### config.mk
export PLATFORM = sky130hd
export DESIGN_NAME = mem_port_arbiter
export DESIGN_NICKNAME = d
export VERILOG_FILES = /design/src/rtl/mem_port_arbiter_pkg.sv /design/src/rtl/mem_port_arbiter_sat_counter.sv /design/src/rtl/mem_port_arbiter.sv
export SDC_FILE = /design/constraint.sdc
export NUM_CORES = 1
export LEC_CHECK = 0
export CAP_MARGIN = 40
export CORE_MARGIN = 2
export CORE_UTILIZATION = 40
export CTS_CLUSTER_SIZE = 25
export DETAILED_ROUTE_END_ITERATION = 10
export PLACE_DENSITY = 0.78
export SLEW_MARGIN = 30
export SYNTH_ARGS = -nofsm -noshare
export SYNTH_HDL_FRONTEND = slang
export SYNTH_HIERARCHICAL = 1
export SYNTH_SLANG_ARGS = --single-unit
### constraint.sdc
create_clock -name clk -period 3.4 [get_ports clk]
set_input_delay 0.68 -clock clk [delete_from_list [all_inputs] [get_ports clk]]
set_output_delay 0.68 -clock clk [all_outputs]
set_load 0.03 [all_outputs]
### src/rtl/mem_port_arbiter_pkg.sv
// Shared types and defaults for the IF/MEM unified-memory port arbiter.
package mem_port_arbiter_pkg;

    typedef enum logic [1:0] {
        IDLE  = 2'd0,
        GNT_I = 2'd1,
        GNT_D = 2'd2
    } arb_state_e;

    localparam int MEM_LAT_DEF = 1;
    localparam int CNT_W_DEF   = 16;

endpackage

### src/rtl/mem_port_arbiter_sat_counter.sv
// Saturating up-counter with synchronous clear; holds at all-ones instead of wrapping.
module sat_counter #(
    parameter int CNT_W = 16
) (
    input  logic             clk,
    input  logic             clr,
    input  logic             inc,
    output logic [CNT_W-1:0] cnt
);

    logic [CNT_W-1:0] cnt_r;

    // Count register: clear wins, increment stops at the all-ones ceiling.
    always_ff @(posedge clk) begin
        if (clr) begin
            cnt_r <= {CNT_W{1'b0}};
        end else if (inc && (cnt_r != {CNT_W{1'b1}})) begin
            cnt_r <= cnt_r + CNT_W'(1'b1);
        end else begin
            cnt_r <= cnt_r;
        end
    end

    assign cnt = cnt_r;

endmodule

### src/rtl/mem_port_arbiter.sv
// Arbitrates one single-ported memory between instruction fetch and data access,
// data first, alternating under contention, each grant lasting MEM_LAT cycles.
module mem_port_arbiter
    import mem_port_arbiter_pkg::*;
#(
    parameter int ADDR_W  = 6,
    parameter int DATA_W  = 64,
    parameter int INST_W  = 32,
    parameter int MEM_LAT = MEM_LAT_DEF,
    parameter int CNT_W   = CNT_W_DEF
) (
    input  logic              clk,
    input  logic              rst_n,
    input  logic              if_req,
    input  logic [ADDR_W-1:0] if_addr,
    output logic [INST_W-1:0] if_rdata,
    output logic              if_ready,
    input  logic              d_req,
    input  logic              d_we,
    input  logic [ADDR_W-1:0] d_addr,
    input  logic [DATA_W-1:0] d_wdata,
    output logic [DATA_W-1:0] d_rdata,
    output logic              d_ready,
    output logic [ADDR_W-1:0] p_addr,
    output logic              p_we,
    output logic [DATA_W-1:0] p_wdata,
    input  logic [DATA_W-1:0] p_rdata,
    output logic [CNT_W-1:0]  conflict_cnt
);

    localparam int WAIT_W = (MEM_LAT > 1) ? $clog2(MEM_LAT) : 1;
    localparam logic [WAIT_W-1:0] LAST_WAIT = WAIT_W'(MEM_LAT - 1);

    arb_state_e        state_r, state_s;
    logic [WAIT_W-1:0] wait_r, wait_s;
    logic              last_served_r, last_served_s;  // 1 = data side holds/held the port
    logic [INST_W-1:0] if_hold_r;
    logic [DATA_W-1:0] d_hold_r;
    logic              last_s;
    logic              fetch_done_s;
    logic              load_done_s;
    logic              conflict_s;

    assign last_s = (wait_r == LAST_WAIT);

    // State, wait counter, last-served flag and read-data holding registers.
    always_ff @(posedge clk) begin
        if (!rst_n) begin
            state_r       <= IDLE;
            wait_r        <= {WAIT_W{1'b0}};
            last_served_r <= 1'b0;
            if_hold_r     <= {INST_W{1'b0}};
            d_hold_r      <= {DATA_W{1'b0}};
        end else begin
            state_r       <= state_s;
            wait_r        <= wait_s;
            last_served_r <= last_served_s;
            if (fetch_done_s) begin
                if_hold_r <= p_rdata[INST_W-1:0];
            end
            if (load_done_s) begin
                d_hold_r <= p_rdata;
            end
        end
    end

    // Next-state: the served requester's req is stale in its last grant cycle,
    // so only the other side can chain straight into a new grant.
    always_comb begin
        state_s       = state_r;
        wait_s        = {WAIT_W{1'b0}};
        last_served_s = last_served_r;
        case (state_r)
            IDLE: begin
                if (d_req) begin
                    state_s       = GNT_D;
                    last_served_s = 1'b1;
                end else if (if_req) begin
                    state_s       = GNT_I;
                    last_served_s = 1'b0;
                end else begin
                    state_s = IDLE;
                end
            end
            GNT_I, GNT_D: begin
                if (!last_s) begin
                    wait_s = wait_r + WAIT_W'(1'b1);
                end else if (last_served_r) begin
                    if (if_req) begin
                        state_s       = GNT_I;
                        last_served_s = 1'b0;
                    end else begin
                        state_s = IDLE;
                    end
                end else begin
                    if (d_req) begin
                        state_s       = GNT_D;
                        last_served_s = 1'b1;
                    end else begin
                        state_s = IDLE;
                    end
                end
            end
            default: begin
                state_s = IDLE;
            end
        endcase
    end

    // Outputs: port drive for the whole grant, ready/commit/bypass only in its last cycle.
    always_comb begin
        if_ready     = 1'b0;
        d_ready      = 1'b0;
        p_we         = 1'b0;
        p_addr       = {ADDR_W{1'b0}};
        p_wdata      = {DATA_W{1'b0}};
        if_rdata     = if_hold_r;
        d_rdata      = d_hold_r;
        fetch_done_s = 1'b0;
        load_done_s  = 1'b0;
        conflict_s   = 1'b0;
        if (rst_n) begin
            case (state_r)
                GNT_I: begin
                    p_addr = if_addr;
                    if (last_s) begin
                        if_ready     = 1'b1;
                        if_rdata     = p_rdata[INST_W-1:0];
                        fetch_done_s = 1'b1;
                    end else begin
                        conflict_s = d_req;
                    end
                end
                GNT_D: begin
                    p_addr  = d_addr;
                    p_wdata = d_wdata;
                    if (last_s) begin
                        d_ready = 1'b1;
                        p_we    = d_we;
                        if (!d_we) begin
                            d_rdata     = p_rdata;
                            load_done_s = 1'b1;
                        end else begin
                            load_done_s = 1'b0;
                        end
                    end else begin
                        conflict_s = if_req;
                    end
                end
                default: begin
                    p_addr = {ADDR_W{1'b0}};
                end
            endcase
        end else begin
            conflict_s = 1'b0;
        end
    end

    sat_counter #(
        .CNT_W(CNT_W)
    ) u_conflict_cnt (
        .clk (clk),
        .clr (!rst_n),
        .inc (conflict_s),
        .cnt (conflict_cnt)
    );

endmodule
# Word-level counts from Yosys, hierarchy flattened
# Index checks and enable logic that the tools add are counted.
[classes]
addsub = 2
n_eq_ne = 5
mux = 40
n_reduce_logical = 6
[ops]
columns = ["op", "count"]
rows = [
  ["two-way mux 64 bit", 6],
  ["two-way mux 32 bit", 3],
  ["two-way mux 1 bit", 22],
  ["adder 16 x 1 -> 16 bit, second input constant", 1],
  ["!= test 16 bit, second input constant", 1],
  ["one-hot mux 6 bit (2 select lines)", 1],
  ["two-way mux 2 bit", 4],
  ["two-way mux 6 bit", 1],
  ["AND reduction 3 bit", 2],
  ["one-hot mux 1 bit (2 select lines)", 2],
  ["one-hot mux 2 bit (2 select lines)", 1],
  ["!= test 3 bit, second input constant", 1],
  ["equality test 2 x 1 -> 1 bit, second input constant", 1],
  ["equality test 2 bit, second input constant", 1],
  ["zero test 2 bit", 1],
  ["!= test 2 bit, second input constant", 1],
  ["nonzero test 2 bit", 1],
  ["OR reduction 2 bit", 1],
  ["adder 1 bit, second input constant", 1],
  ["logical AND 1 bit", 1],
]
[totals]
ff_bits = 116
input_bits = 145
output_inout_bits = 185
wordCells = 59

# Longest topological paths before layout
# Gate-level depths: netlist of the first run.
[depth]
ltp_word = 4
depth_mapped = 9
mapped_depth_nobuf = 8

# Cells and area by module
# Netlist of the first run, hierarchy kept.
[by_module_without_submodules]
columns = ["module", "instances", "cells_per_inst", "area_each_um2", "seq_area_each_um2"]
rows = [
  ["mem_port_arbiter", 1, 656, 5599.1, 2001.9],
  ["sat_counter", 1, 99, 848.3, 320.3],
]

# Least setup slack after synthesis of the first run
# No wires, ideal clock.
[synth_path]
path_type = "input to output"
startpoint = "in rst_n"
endpoint = "out d_rdata[10]"
arrival_ns = 1.916
t_required_ns = 2.720
path_slack_ns = 0.804
path_stages = 5
n_path_buf = 2
path_cell_list = "and3b_1 > nor2b_4 > buf_8 > buf_12 > mux2_4"
[synth_via]
elab_chain_len = 1
[synth_lines]
columns = ["element", "line_no", "source"]
rows = [
  ["start, declared", "mem_port_arbiter.sv:13", "input logic rst_n,"],
  ["two-way mux 64 bit", "mem_port_arbiter.sv:122", "if (rst_n) begin"],
  ["end, declared", "mem_port_arbiter.sv:22", "output logic [DATA_W-1:0] d_rdata,"],
]
# No other way between the ends.

# Worst setup path in the final report of the first run
[layout_path]
startpoint = "in rst_n"
endpoint = "out d_rdata[1]"
# The elaborated chain is that of the path after synthesis.

==> metrics.txt, run 1 <==
status=finished, final reports clean; kind of critical path=input port to primary output; Worst Setup End Kind=primary output; WP buf/inv=3; Synth Cell Area=0.00645 mm2; hold slack=451 ps; Core Region=roughly 0.016 mm2; CP Data Arrival Time=2620 ps; CTS tree=yes; antenna violations before repair=1; Req. time, crit path=2720 ps; slowest library cell on the worst path=clkdlybuf4s50_1; crit-path max FO=32; initial DRC count=398; Pwr per Cell Area=394 mW/mm2; Root Buffer=clkbuf_16; Layout Nets=1215; most frequent cells in the layout=nand2_1, clkdlybuf4s50_1, dfxtp_1; max-cap viol count=0; Remaining DRCs=0; Syn Area/Cell=8.54 um2; CTS Buf Count=17; Worst-Skew Late Latency=~400 ps; RePlAce Congestion=about 0.87; Leakage=4.50 nW; Reg clk slew, reported paths=roughly 50 ps; IO Port Bufs=between 300 and 400; fmax=approximately 0.3 GHz; first-pass GRT wire length=around 32000 um; Min-Delay Path Class=register to register; largest net degree at the start of global routing=71; # IOs=330; clock skew=6.23 ps; Post-synth EDFFs=0; hold_sp=d_hold_r[21]; number of diodes=0; register area share after synthesis=between 30% and 40%; most common cell after layout, fill and taps aside=nand2_1; startpoint types=input port; drt first pass iters=4; clk buf depth=2; slowest stage delay, CP=530 ps; Die Ht=131 um; dpl cell area=between 0.009 and 0.01 mm2; Slew Limit Fails=0; Post-Layout Cell Count=1292; maximum vdd drop=0.321 mV; Cell Count Post-Placement=around 1300; Multi-input gate area=~0.0037 mm2; top_reg_cell synth=dfxtp_1; Final Cell Area=0.0103 mm2; Worst R2R Setup Slack=roughly 940 ps; Total Neg Setup Slack=0 ps; crit path time final=3300 ps; Worst Tran Pin Value=732 ps; gr ovfl total=0; unrepaired setup endpoints after global routing=false; initial cell density of the core=between 40% and 50%; number of hold buffers added after cts=0; Setup crit start=rst_n; clk sink count=116; YS warnings=6; Max-slew headroom=50.6%; leading area contributor after synthesis=dfxtp_1; Post-Syn Instances=755; drt total wl=~21000 um; number of global-route vias before repair=5904; syn nets=roughly 910; Routed Antenna Nets=0; final setup vio count=0; Die W=131 um; layout cells sized above 1=between 20% and 30%; final period utilization=97.2%; number of synthesized register bits=116; CTS H-tree lvls=4; Cell Chain, Critical Path=clkdlybuf4s50_1 > and3b_1 > nor2b_4 > buf_12 > mux2_2 > dlygate4sd2_1; drt wl/cell=16.4 um; area share of the largest cell type after synthesis=a little over a third; Hold Fails Final Rpt=0; synth top area cells=dfxtp_1, mux2_4, nand2_1; vias=6491; area grow syn2layout=59.5%; Reg2Reg Launch Point=state_r[1]; die footprint=roughly 0.017 mm2; async set-or-reset flop fraction in the synthesized netlist=0%; row cnt=46; post-DP HPWL=around 15000 um; final core occ=~65%; Synth cell types=46; fill count=1336; Vias/cell=5.02; GRT Util Overall=23.7%; register cell area after layout=0.00232 mm2; cell family with most CP delay=buffers and inverters
## metrics by stage
stage,setup slack [ps],power (W)
6_report,95.8,0.00405
5_1_grt,17.8,0.00420
4_1_cts,93.7,0.00408
3_5_place_dp,-152,0.00217
3_3_place_gp,-122,0.00217
2_1_floorplan,804,0.00181
## layout make-up
cell class	count	share of cell area (%)
multi-input cells	568	36.2
repair buffers	352	32.1
flip-flops and latches	116	22.6
clock buffers	21	4.38
well taps	216	2.63
clock inverters	10	1.75
inverters	9	0.341
## flip-flops by register name, summed over array words and instances, names as in the netlist
signal / flops
if_hold_r: 32
d_hold_r: 64
state_r: 2
u_conflict_cnt/cnt: 16
last_served_r: 1
wait_r: 1
## cell usage after synthesis, types with 2 or more instances
master     count
nand4_1        3
and3_1        65
nand3b_1       2
nand2_1      200
ha_1           6
a21oi_1      109
nor2_1        12
nand3_1        8
buf_2         23
mux2_2        37
dfxtp_1      116
o2111ai_1      2
a22oi_1        6
and4_1         3
nor4_1         2
or4_1          7
inv_1          8
o31ai_1        6
xnor2_1        2
nor2b_1        5
o21ai_0        5
mux2_4        60
and2_1         2
nor3b_1        3
clkbuf_1      31
or3_1          3
buf_12         6
nor3_1         4
mux2i_1        2
## kinds of logic (layout without fill, tap and decap cells)
family                     count (synthesis)  after routing  synth area share, %
AOI/OAI and AO/OA                        133            133                 11.1
xor gates and xnor gates                   2              2                0.272
adders and majority gates                  6              6                 1.16
buffers and inverters                     71            392                 6.27
DFF                                      116            116                 36.0
muxes                                     99             99                 20.7
other                                      1              1               0.0582
and+or+nand+nor                          327            327                 24.3
## worst min-delay path: stages, from the launching register on
cell and delay, ps:
dfxtp_1 300, nand2_1 50, a21oi_1 50
## report_power, final
part | internal (W) | total, W | switching [W]
clock | 0.00131 | 0.00192 | 0.000608
combinational | 0.000350 | 0.000719 | 0.000370
sequential | 0.00139 | 0.00141 | 0.0000186
total | 0.00305 | 0.00405 | 0.000996
## per-layer routing
layer	GRT usage, %	share of wire [%]	wire (um)
met5	0	0.076	16
met4	7.82	1.8	376
met2	37.0	46	9680
met3	8.59	9.1	1930
met1	30.4	43	9180
## final timing paths
| kind | cells past startpoint | endpoint |
|---|---|---|
| max | 6 | d_rdata[1] |
| min | 2 | d_hold_r[21] |
| max reg2reg | 8 | u_conflict_cnt/cnt[11] |
| min reg2reg | 2 | d_hold_r[21] |
## timing repair
item	4_1_cts	5_1_grt
setup buffers	0	0
resized for setup	59	0
setup endpoints to repair	59	0
(Power assumes the default switching activity.)
==> inputs of run 2 (changes only) <==
==> constraint.sdc (replaced) <==
create_clock -name clk -period 3.4 [get_ports clk]
set_input_delay 1.02 -clock clk [delete_from_list [all_inputs] [get_ports clk]]
set_output_delay 1.02 -clock clk [all_outputs]
set_load 0.03 [all_outputs]
==> run 2 against run 1 <==
  * Core utilization up 2.3 points
  * Largest power group unchanged
  * Design area is 3.6% higher
  * Via count grew 3.5%
  * Clock power decreased by 11%
  * Critical path type unchanged
  * Power decreased by 4.0%
  * Critical endpoint is now d_rdata[12]
==> metrics.txt, run 2 (same netlist as run 1, synthesis figures left out) <==
status=finished, final reports clean (unchanged); crit-path max FO=7 (was 32); most frequent cells in the layout=nand2_1, buf_4, clkdlybuf4s50_1 (was nand2_1, clkdlybuf4s50_1, dfxtp_1); Worst R2R Setup Slack=810 ps (was 940 ps); row cnt=46 (unchanged); Reg clk slew, reported paths=50 ps (about the same); CTS tree=yes (unchanged); dpl cell area=0.00993 mm2 (was 0.00972 mm2); gr ovfl total=0 (unchanged); first-pass GRT wire length=33700 um (was 31500 um); Min-Delay Path Class=register to register (unchanged); Worst-Skew Late Latency=410 ps (about the same); Die Ht=131 um (unchanged); Net Sw Frac=26.8% (was 24.6%); maximum vdd drop=0.337 mV (was 0.321 mV); Cell Chain, Critical Path=buf_4 > and3b_1 > nor2b_4 > buf_12 > clkbuf_16 > mux2_4 > buf_2 (was clkdlybuf4s50_1 > and3b_1 > nor2b_4 > buf_12 > mux2_2 > dlygate4sd2_1); WP buf/inv=4 (was 3); RePlAce Congestion=0.859 (was 0.869); Clock power frac=43.8% (was 47.4%); Worst Tran Pin Value=791 ps (was 732 ps); total power=0.00389 W (was 0.00405 W); cell family with most CP delay=buffers and inverters (unchanged); layout cells sized above 1=33.5% (was 24.0%); max-cap viol count=0 (unchanged); fmax=0.297 GHz (was 0.303 GHz); Worst Setup End Kind=primary output (unchanged); IO Port Bufs=329 (unchanged); Layout Nets=1259 (was 1215); drt first pass iters=5 (was 4); max FFs per register=64 (unchanged); initial cell density of the core=40.7% (unchanged); clk sink count=116 (unchanged); number of global-route vias before repair=6248 (was 5904); hold slack=451 ps (about the same); hold_sp=if_hold_r[8] (was d_hold_r[21]); clk buf depth=2 (unchanged); sequential power share=36.3% (was 34.9%); combinational power share=19.8% (was 17.8%); Switch Pwr=0.00104 W (was 0.000996 W); Vias/cell=5.03 (was 5.02); Hold Fails Final Rpt=0 (unchanged); worst hold stages=2 (unchanged); antenna violations before repair=1 (unchanged); initial DRC count=482 (was 398); area grow syn2layout=65.3% (was 59.5%); drt total wl=23100 um (was 21200 um); Root Buffer=clkbuf_16 (unchanged); die footprint=0.0172 mm2 (unchanged); Req. time, crit path=2380 ps (was 2720 ps); CTS H-tree lvls=4 (unchanged); Reg2Reg Launch Point=state_r[1] (unchanged); final setup vio count=0 (unchanged); Leakage=4.64 nW (was 4.50 nW); final core occ=67.3% (was 65.0%); unrepaired setup endpoints after global routing=true (was false); total internal power=0.00284 W (was 0.00305 W); CP Data Arrival Time=2350 ps (was 2620 ps); post-DP HPWL=15100 um (about the same); Pwr per Cell Area=365 mW/mm2 (was 394 mW/mm2); Max-slew headroom=46.9% (was 50.6%); final period utilization=99.1% (was 97.2%); Final Cell Area=0.0107 mm2 (was 0.0103 mm2); FF-to-FF path depth=8 (unchanged); Worst Hold End=if_hold_r[8] (was d_hold_r[21]); number of hold buffers added after cts=0 (unchanged); Routed Antenna Nets=0 (unchanged); clock skew=6.53 ps (was 6.23 ps); CTS Buf Count=17 (unchanged); startpoint types=input port (unchanged); drt wl/cell=17.2 um (was 16.4 um); slowest stage delay, CP=290 ps (was 530 ps); GRT Util Overall=25.2% (was 23.7%); Die W=131 um (unchanged); vias=6721 (was 6491); Slew Limit Fails=0 (unchanged); largest reg by FF count=d_hold_r (unchanged); reg2reg end=u_conflict_cnt/cnt[11] (unchanged); Remaining DRCs=0 (unchanged); crit path time final=3370 ps (was 3300 ps); number of diodes=0 (unchanged); Core Region=0.0158 mm2 (unchanged); # IOs=330 (unchanged); kind of critical path=input port to primary output (unchanged); largest net degree at the start of global routing=117 (was 71); most common cell after layout, fill and taps aside=nand2_1 (unchanged); slowest library cell on the worst path=mux2_4 (was clkdlybuf4s50_1)
run 2: cell count changes in the layout (fill, tap and decap cells not counted), moves of 5 or more:
cell / before / now
buf_4: 112 / 161
buf_2: 0 / 31
dlygate4sd2_1: 59 / 1
buf_16: 0 / 7
buf_6: 0 / 22
clkdlybuf4s50_1: 168 / 158
clkinv_2: 4 / 9
run 2: per-layer routing:
layer  GRT usage [%]  part of all wire, %  wire [um]  vias to the layer above
met5               0                0.056         13                        -
met4            8.51                  1.2        272                        2
met3            6.80                  7.7       1770                       22
met2            39.8                   46      10700                      251
met1            33.5                   45      10300                     3123
li1                -                    -          -                     3323
run 2: worst max-delay path by stage:
stage          slack, ps   from  cells past startpoint          end
2_1_floorplan        120  rst_n                      5  d_rdata[10]
3_3_place_gp        -800  rst_n                      6  d_rdata[46]
3_5_place_dp        -810  rst_n                      6  d_rdata[46]
4_1_cts               10  rst_n                      8  d_rdata[14]
5_1_grt              -20  rst_n                      7  d_rdata[44]
6_report              30  rst_n                      7  d_rdata[12]
run 2: final cells by class:
type | instances | area (um2)
Inverter | 9 | 35.0
Sequential cell | 116 | 2320
Timing Repair Buffer | 396 | 3730
Fill cell | 1277 | 5170
Multi-Input combinational cell | 568 | 3730
Clock inverter | 15 | 141
Tap cell | 216 | 270
Clock buffer | 17 | 425
run 2: worst reg2reg max path, stage by stage (launching register included):
cell	delay [ps]
dfxtp_1	410
ha_1	180
buf_4	450
mux2i_1	180
nor3b_1	220
buf_4	160
nand2_1	160
nor4bb_1	340
mux2_2	370
run 2: power by group through the flow:
stage	Clock, W	Combinational, W	Sequential, W
2_1_floorplan	0	0.000370	0.00144
3_3_place_gp	0	0.000748	0.00144
3_5_place_dp	0	0.000756	0.00144
4_1_cts	0.00173	0.000759	0.00141
5_1_grt	0.00180	0.000818	0.00141
6_report	0.00170	0.000771	0.00141
run 2: metrics by stage:
step / setup WS, ps / cells / setup TNS, ps
3_5_place_dp: -813 / 1292 / -71350
3_3_place_gp: -803 / 1292 / -69780
4_1_cts: 10.6 / 1334 / 0
2_1_floorplan: 124 / 755 / 0
5_1_grt: -19.1 / 1337 / -182
6_report: 31.2 / 1337 / 0
run 2: timing repair:
action / in CTS / in global routing
setup endpoints to repair: 167 / 79
pin swaps: 0 / 1
cloned: 6 / 4
gates resized for setup: 336 / 34
setup buffers: 4 / 1
